File: src/rtl/mult_pkg.sv
`default_nettype none
// ---------------------------------------------------------------------------
// mult_pkg : shared types and constants for the 8x8 multiplier consumers
// Revision : 1.0
// ---------------------------------------------------------------------------
package mult_pkg;

  localparam int MULT_LAT_DEF = 4;
  localparam int PROD_W       = 16;

  typedef enum logic [1:0] {
    ST_ISSUE = 2'd0,
    ST_WAIT  = 2'd1,
    ST_DONE  = 2'd2
  } state_e;

endpackage
`default_nettype wire

File: src/rtl/valid_delay.sv
`default_nettype none
// ---------------------------------------------------------------------------
// valid_delay : DEPTH-stage 1-bit shift register, output is the tail stage
// Revision    : 1.0
// ---------------------------------------------------------------------------
module valid_delay #(
  parameter int DEPTH = 4
) (
  input  logic clk,
  input  logic rst_n,
  input  logic din,
  output logic tail
);

  logic [DEPTH-1:0] shift_q;
  logic [DEPTH-1:0] shift_d;

  generate
    if (DEPTH == 1) begin : g_single
      always_comb shift_d = din;
    end else begin : g_chain
      always_comb shift_d = {shift_q[DEPTH-2:0], din};
    end
  endgenerate

  always_ff @(posedge clk or negedge rst_n) begin
    if (!rst_n) shift_q <= '0;
    else        shift_q <= shift_d;
  end

  assign tail = shift_q[DEPTH-1];

endmodule
`default_nettype wire

File: src/rtl/mult_dot_acc.sv
`default_nettype none
// ---------------------------------------------------------------------------
// mult_dot_acc : accumulates LEN multiplier products into one dot-product sum
// Revision     : 1.0
// ---------------------------------------------------------------------------
module mult_dot_acc
  import mult_pkg::*;
#(
  parameter int MULT_LAT = MULT_LAT_DEF,
  parameter int LEN      = 4,
  parameter int ACC_W    = 18
) (
  input  logic              clk,
  input  logic              rst_n,
  input  logic              in_valid,
  output logic              in_ready,
  input  logic [PROD_W-1:0] p_in,
  output logic              out_valid,
  input  logic              out_ready,
  output logic [ACC_W-1:0]  out_sum,
  output logic              out_ovf,
  output logic              busy
);

  localparam int                CNT_W  = $clog2(LEN + 1);
  localparam logic [CNT_W-1:0]  LEN_C  = CNT_W'(LEN);
  localparam logic [CNT_W-1:0]  LEN_M1 = CNT_W'(LEN - 1);

  state_e           state_q, state_d;
  logic [CNT_W-1:0] issue_cnt_q, issue_cnt_d;
  logic [CNT_W-1:0] acc_cnt_q, acc_cnt_d;
  logic [ACC_W-1:0] acc_q, acc_d;
  logic             ovf_q, ovf_d;
  logic [ACC_W-1:0] out_sum_q, out_sum_d;
  logic             out_ovf_q, out_ovf_d;

  logic             issue;
  logic             tail;
  logic [ACC_W:0]   acc_sum;

  assign in_ready  = (state_q == ST_ISSUE);
  assign out_valid = (state_q == ST_DONE);
  assign issue     = in_valid & in_ready;
  assign out_sum   = out_sum_q;
  assign out_ovf   = out_ovf_q;
  // Products in flight are exactly the issues not yet accumulated.
  assign busy      = (state_q != ST_ISSUE) || (issue_cnt_q != acc_cnt_q);

  valid_delay #(
    .DEPTH (MULT_LAT)
  ) u_valid_delay (
    .clk   (clk),
    .rst_n (rst_n),
    .din   (issue),
    .tail  (tail)
  );

  assign acc_sum = {1'b0, acc_q} + {{(ACC_W + 1 - PROD_W){1'b0}}, p_in};

  always_comb begin
    state_d     = state_q;
    issue_cnt_d = issue_cnt_q;
    acc_cnt_d   = acc_cnt_q;
    acc_d       = acc_q;
    ovf_d       = ovf_q;
    out_sum_d   = out_sum_q;
    out_ovf_d   = out_ovf_q;

    if (tail) begin
      acc_d     = acc_sum[ACC_W-1:0];
      ovf_d     = ovf_q | acc_sum[ACC_W];
      acc_cnt_d = acc_cnt_q + CNT_W'(1);
    end

    case (state_q)
      ST_ISSUE: begin
        if (issue) begin
          issue_cnt_d = issue_cnt_q + CNT_W'(1);
          if (issue_cnt_q == LEN_M1) state_d = ST_WAIT;
        end
      end
      ST_WAIT: begin
        // Capture the result including the product landing on this edge.
        if (acc_cnt_d == LEN_C) begin
          state_d   = ST_DONE;
          out_sum_d = acc_d;
          out_ovf_d = ovf_d;
        end
      end
      ST_DONE: begin
        if (out_ready) begin
          state_d     = ST_ISSUE;
          issue_cnt_d = '0;
          acc_cnt_d   = '0;
          acc_d       = '0;
          ovf_d       = 1'b0;
        end
      end
      default: state_d = ST_ISSUE;
    endcase
  end

  always_ff @(posedge clk or negedge rst_n) begin
    if (!rst_n) begin
      state_q     <= ST_ISSUE;
      issue_cnt_q <= '0;
      acc_cnt_q   <= '0;
      acc_q       <= '0;
      ovf_q       <= 1'b0;
      out_sum_q   <= '0;
      out_ovf_q   <= 1'b0;
    end else begin
      state_q     <= state_d;
      issue_cnt_q <= issue_cnt_d;
      acc_cnt_q   <= acc_cnt_d;
      acc_q       <= acc_d;
      ovf_q       <= ovf_d;
      out_sum_q   <= out_sum_d;
      out_ovf_q   <= out_ovf_d;
    end
  end

`ifndef SYNTHESIS
  // Issue is blocked outside ISSUE, so no product may land while a result waits.
  a_no_product_in_done: assert property (
    @(posedge clk) disable iff (!rst_n) !((state_q == ST_DONE) && tail)
  );
`endif

endmodule
`default_nettype wire

File: config.mk
export PLATFORM = sky130hd
export DESIGN_NAME = mult_dot_acc
export DESIGN_NICKNAME = d
export VERILOG_FILES = /design/src/rtl/mult_pkg.sv /design/src/rtl/valid_delay.sv /design/src/rtl/mult_dot_acc.sv
export SDC_FILE = /design/constraint.sdc
export NUM_CORES = 1
export LEC_CHECK = 0
export CAP_MARGIN = 0
export CORE_ASPECT_RATIO = 1.2
export CORE_MARGIN = 2
export CORE_UTILIZATION = 25
export CTS_CLUSTER_DIAMETER = 80
export CTS_CLUSTER_SIZE = 8
export DETAILED_ROUTE_END_ITERATION = 10
export PLACE_DENSITY = 0.41
export SLEW_MARGIN = 20
export SYNTH_ARGS = -nofsm -noshare
export SYNTH_HDL_FRONTEND = slang
export SYNTH_HIERARCHICAL = 1
export SYNTH_SLANG_ARGS = --single-unit
File: constraint.sdc
create_clock -name clk -period 2.9 [get_ports clk]
set_input_delay 0.725 -clock clk [delete_from_list [all_inputs] [get_ports clk]]
set_output_delay 0.725 -clock clk [all_outputs]
set_load 0.005 [all_outputs]
-- After elaboration in Yosys (flattened, before gate mapping)
Index checks and enable logic that the tools add are counted.
- input port bits: 20
- register bits after elaboration: 50
- word-level logic and storage cells: 46
- output and inout bits: 22
- reduce and logical (&&, ||, !) cells: 7
- multiplexer cells: 17
- bitwise gates (word level): 2
- eq/ne operators: 9
- $add $sub $neg: 3
- operators with widths (operator ; count):
    two-way mux 18 bit ; 3
    adder 18 x 16 -> 19 bit ; 1
    two-way mux 3 bit ; 5
    two-way mux 2 bit ; 4
    adder 3 x 1 -> 3 bit, second input constant ; 2
    inequality test 2 x 1 -> 1 bit, second input constant ; 3
    one-hot mux 2 bit (3 select lines) ; 1
    one-hot mux 3 bit (2 select lines) ; 1
    AND reduction 4 bit ; 1
    nonzero test 2 bit ; 2
    == test 3 x 2 -> 1 bit, second input constant ; 1
    == test 3 bit, second input constant ; 1
    two-way mux 1 bit ; 3
    inequality test 3 bit ; 1
    AND reduction 3 bit ; 1
    == test 2 x 1 -> 1 bit, second input constant ; 1
    == test 2 bit, second input constant ; 1
    zero test 2 bit ; 1
    inequality test 2 bit, second input constant ; 1
    AND reduction 2 bit ; 1
    AND 1 bit ; 1
    logical OR 1 bit ; 1
    bitwise OR 1 bit ; 1

-- Longest topological paths before layout
- word-level depth: 5
- gate-level depth with buffers: 10

-- By module
The synthesis kept the hierarchy.
- modules (own cells, without submodules) (module ; sequential area each (sq um) ; area each (sq um) ; cells each ; times used):
    mult_dot_acc ; 1151.1 ; 2753.9 ; 294 ; 1
    valid_delay ; 100.1 ; 100.1 ; 4 ; 1

-- Worst setup path after synthesis
No wires, ideal clock.
- path kind: input to register
- start point: input p_in[0]
- end point: register out_sum_q[12], in the netlist out_sum[12]
- arrival time: 2.505 ns
- setup time: 0.125 ns
- setup slack: 0.270 ns
- cell stages on the path: 10
- buffers on the path: 0
- path through: ha_1 > inv_1 > fa_1 > nand2b_1 > a21oi_1 > o31ai_4 > nand2_2 > xor2_1 > mux2_4 > mux2_4
- word-level cells in the longest chain between the ends: 2
- RTL lines (what ; RTL line ; RTL):
    start, declared ; mult_dot_acc.sv:17 ; input logic [PROD_W-1:0] p_in,
    adder 18 x 16 -> 19 bit ; mult_dot_acc.sv:58 ; assign acc_sum = {1'b0, acc_q} + {{(ACC_W + 1 - PROD_W){1'b0}}, p_in};
    two-way mux 18 bit ; mult_dot_acc.sv:69 ; if (tail) begin
    end signal, assigned ; mult_dot_acc.sv:118 ; out_sum_q <= out_sum_d;
    end, declared ; mult_dot_acc.sv:34 ; logic [ACC_W-1:0] out_sum_q, out_sum_d;
No other way between the ends.
A chain may end at the register's enable or synchronous reset.

-- Worst setup path after layout
- start point: input p_in[0]
- end point: register out_ovf_q, in the netlist out_ovf
- word-level cells in the longest chain between the ends: 3
- RTL lines (what ; RTL line ; RTL):
    adder 18 x 16 -> 19 bit ; mult_dot_acc.sv:58 ;
    bitwise OR 1 bit ; mult_dot_acc.sv:71 ; ovf_d = ovf_q | acc_sum[ACC_W];
    two-way mux 1 bit ; mult_dot_acc.sv:69 ;
    end signal, assigned ; mult_dot_acc.sv:119 ; out_ovf_q <= out_ovf_d;
    end, declared ; mult_dot_acc.sv:35 ; logic out_ovf_q, out_ovf_d;
No other way between the ends.

==> results.md <==
- Max_slew headroom: 0.624
- Critical Path AT: 2.92 ns
- Final GP Congestion: 0.803
- Slowest CP cell: clkdlybuf4s50_1
- Final Util: 0.347
- Final period util: 0.947
- Hold slack: 0.351 ns
- DR iter-0 viols: 54
- HP Class: reg -> reg
- Type of the worst setup path: in -> reg
- Adder-Cell Fraction of Synth Area: 0.0903
- Critical Path RT: 3.07 ns
- Register-to-Register Path Depth: 11
- Largest net degree at the start of global routing: 36
- CTS max path bufs: 2
- First-pass GRT wire length: 11900 um
- # nets final: 409
- Final Slew Violations: 0
- Post-synthesis compound-gate area fraction: 0.168
- Crit Path Max Fanout: 3
- # diodes: 0
- CORE AREA: 11100 sq um
- R2R setup slack: roughly 0.65 ns
- DIE WIDTH: 102 um
- Slew @ Worst Pin: about 0.56 ns
- Met3 wire len: 212 um
- H-Tree Depth: 2
- Net Count, Synth: around 340
- Top-level port count: 42
- EDFF count, synth: 0
- Crit path cell chain: clkdlybuf4s50_1 > ha_1 > inv_1 > fa_2 > nand2b_4 > a21oi_2 > buf_4 > o31ai_4 > a21oi_1 > or3_1 > a41oi_2 > o21ai_1
- Netlist cell types: 48
- ANT nets after route: 0
- FMAX: 364 MHz
- Hold wc startpoint: u_valid_delay/shift_q[2]
- Via count: 2330
- Critical Path Sink Type: register
- Detail Placement HPWL: around 5200 um
- Post-synthesis mux area share: 0.0570
- Clk_lat worst skew: 0.29 ns
- Post-synthesis sequential area ratio: 0.438
- Cell Area, Placed: 3670 sq um
- Met2 WL: 3440 um
- Clock-pin slew on the worst setup and hold paths: about 0.06 ns
- Iteration count of the initial detailed-routing pass: 4
- Setup violations, final: 0
- RR Startpoint: acc_q[0]
- Post-route design area: between 3000 and 4000 sq um
- Max Used Layer: met4
- WL/cell: 13.4 um
- Max_cap viols: 0
- Worst path max stage delay: 0.41 ns
- Worst flop-to-flop path endpoint: out_ovf
- Post-synthesis simple-gate area fraction: 0.157
- VDD IR max: 0.000301 V
- CTS Root Cell: clkbuf_16
- Die Span Y: 121 um
- Initial Util: 0.257
- Share of cells above drive strength 1: 0.159
- Clock Skew: about 0.0085 ns
- Fin. Hold Viols: 0
- Power Dens Cells: around 1100 nW/um^2
- Final TNS setup: 0 ns
- Hold Path Stages: 0
- Hold endpoint: u_valid_delay/shift_q[3]
- Num CTS Buffers: 5
- Buffers inserted by post-CTS timing repair: 0
- Routed WL: ~7000 um
- Synthesized cell area: 2850 sq um
- Leakage power: 1.72 nW
- Predominant post-synthesis flop cell: dfrtp_1
- Synth Instances: 298
- Startpoint types: input port
- Outcome: finished, final reports clean
- Via/cell ratio: 4.45
- Async SR Flop Fraction: 1.00
- Synth warnings: 6
- Fill count: around 1200
- TritonCTS clock tree: built
- Initial antenna violation count: 0
- Die Footprint: 12300 sq um
- Hold Buf Count CTS: 0
- Post-synthesis xor/xnor area fraction: 0.0583
- FF+latch count, synth: 50
- Overflow after GRT: 0
- RSZ-0062 raised after global routing: yes
- Core Rows: 42
- Drt drc: 0
- Min Tclk post-route: between 2 and 3 ns
- IO Port Bufs: 41
- Met1 wire length: 3210 um
- Total global-route track usage: 0.124
- Syn-to-layout area delta: 34.7%
- Largest family of logic cells by synthesized area: compound AO/OA/AOI/OAI gates
- Avg Synthesized Cell Area: 9.58 sq um
- Sink Count: 50
- Vias in the first global route: 2417
how the worst max path moves through the flow:
| stage | start | cells after the start | end | slack [ns] |
|---|---|---|---|---|
| 6_report | p_in[0] | 12 | out_ovf | 0.15 |
| 5_1_grt | p_in[0] | 12 | out_sum[10] | -0.05 |
| 4_1_cts | p_in[0] | 12 | out_sum[10] | 0.02 |
| 3_5_place_dp | p_in[0] | 12 | out_sum[10] | -0.30 |
| 3_3_place_gp | p_in[0] | 12 | out_sum[10] | -0.28 |
| 2_1_floorplan | p_in[0] | 10 | out_sum[12] | 0.27 |
logic make-up (layout without fill, tap and decap cells):
group,after synthesis,after routing
flip-flops,50,50
AO/OA/AOI/OAI,75,75
multiplexers,15,15
AND/OR/NAND/NOR,98,98
buffers and inverters,21,93
XOR/XNOR,19,19
adder cells (fa/ha/maj),20,20
where the power goes:
part | internal, W | switching [W]
registers | 0.00104 | 0.000232
logic | 0.00127 | 0.00117
clock network | 0.000343 | 0.000259
registers in the layout, indices dropped and copies added, names as in the netlist:
register and flops:
acc_q 18, out_ovf 1, state_q 2, acc_cnt_q 3, ovf_q 1, issue_cnt_q 3
u_valid_delay/shift_q 4, out_sum 18
worst max-delay path: cells and delay by family:
kind | cells | cell delay [ns]
AOI/OAI and AO/OA | 5 | 0.69
buffers and inverters | 3 | 0.62
and+or+nand+nor | 2 | 0.48
adders and majority gates | 2 | 0.40
area by class of cell:
| type | count | area [sq um] | area share |
|---|---|---|---|
| tap | 154 | 193 | 0.0501 |
| timing repair buffer | 75 | 673 | 0.175 |
| multi-input combinational | 227 | 1540 | 0.401 |
| inverter | 10 | 37.5 | 0.00976 |
| clock inverter | 1 | 5.00 | 0.00130 |
| sequential | 50 | 1250 | 0.325 |
| clock buffer | 7 | 143 | 0.0371 |
cell usage after synthesis, types with 7 or more instances:
master	count	share of area
a21oi_1	17	0.030
buf_2	7	0.012
dfrtp_1	50	0.44
ha_1	19	0.083
inv_1	10	0.013
mux2i_1	11	0.039
nand2_1	34	0.045
nor2_1	36	0.047
o21ai_0	17	0.030
o21ai_1	17	0.030
xnor2_1	9	0.028
xor2_1	10	0.031
layer usage:
metal	vias up	track usage
li1	1187	-
met1	1097	0.156
met2	34	0.206
met3	12	0.0242
met4	0	0.0481
met5	-	0
metrics by stage:
step                      instances  total power (W)  setup WS [ns]
after floorplan                 298          0.00274          0.270
after global placement          516          0.00371         -0.279
after detailed placement        516          0.00373         -0.300
after CTS                       524          0.00437         0.0238
after global routing            524          0.00477        -0.0458
final                           524          0.00432          0.154
placed cells by master, fill, tap and decap left out, types with 2 or more instances in the layout:
cell / Yosys / layout
dfrtp_1: 50 / 50
clkdlybuf4s50_1: 0 / 40
nor2_1: 36 / 36
nand2_1: 34 / 34
buf_4: 0 / 33
ha_1: 19 / 19
o21ai_1: 17 / 17
a21oi_1: 17 / 16
o21ai_0: 17 / 16
mux2i_1: 11 / 11
inv_1: 10 / 10
xor2_1: 10 / 10
xnor2_1: 9 / 9
a31oi_1: 5 / 5
clkbuf_16: 0 / 5
nand3_1: 4 / 4
nand2b_1: 4 / 3
a21o_1: 3 / 3
nand4_1: 3 / 3
nor2b_1: 3 / 3
or3_1: 3 / 3
and3_1: 2 / 2
a21oi_2: 1 / 2
mux2_2: 2 / 2
mux2_4: 2 / 2
repair_timing:
item | CTS | global route
endpoints found under the setup margin | 0 | 15
hold endpoints to repair | 0 | 0
gates resized for setup | 0 | 7
Power figures use the tool's default switching activity.
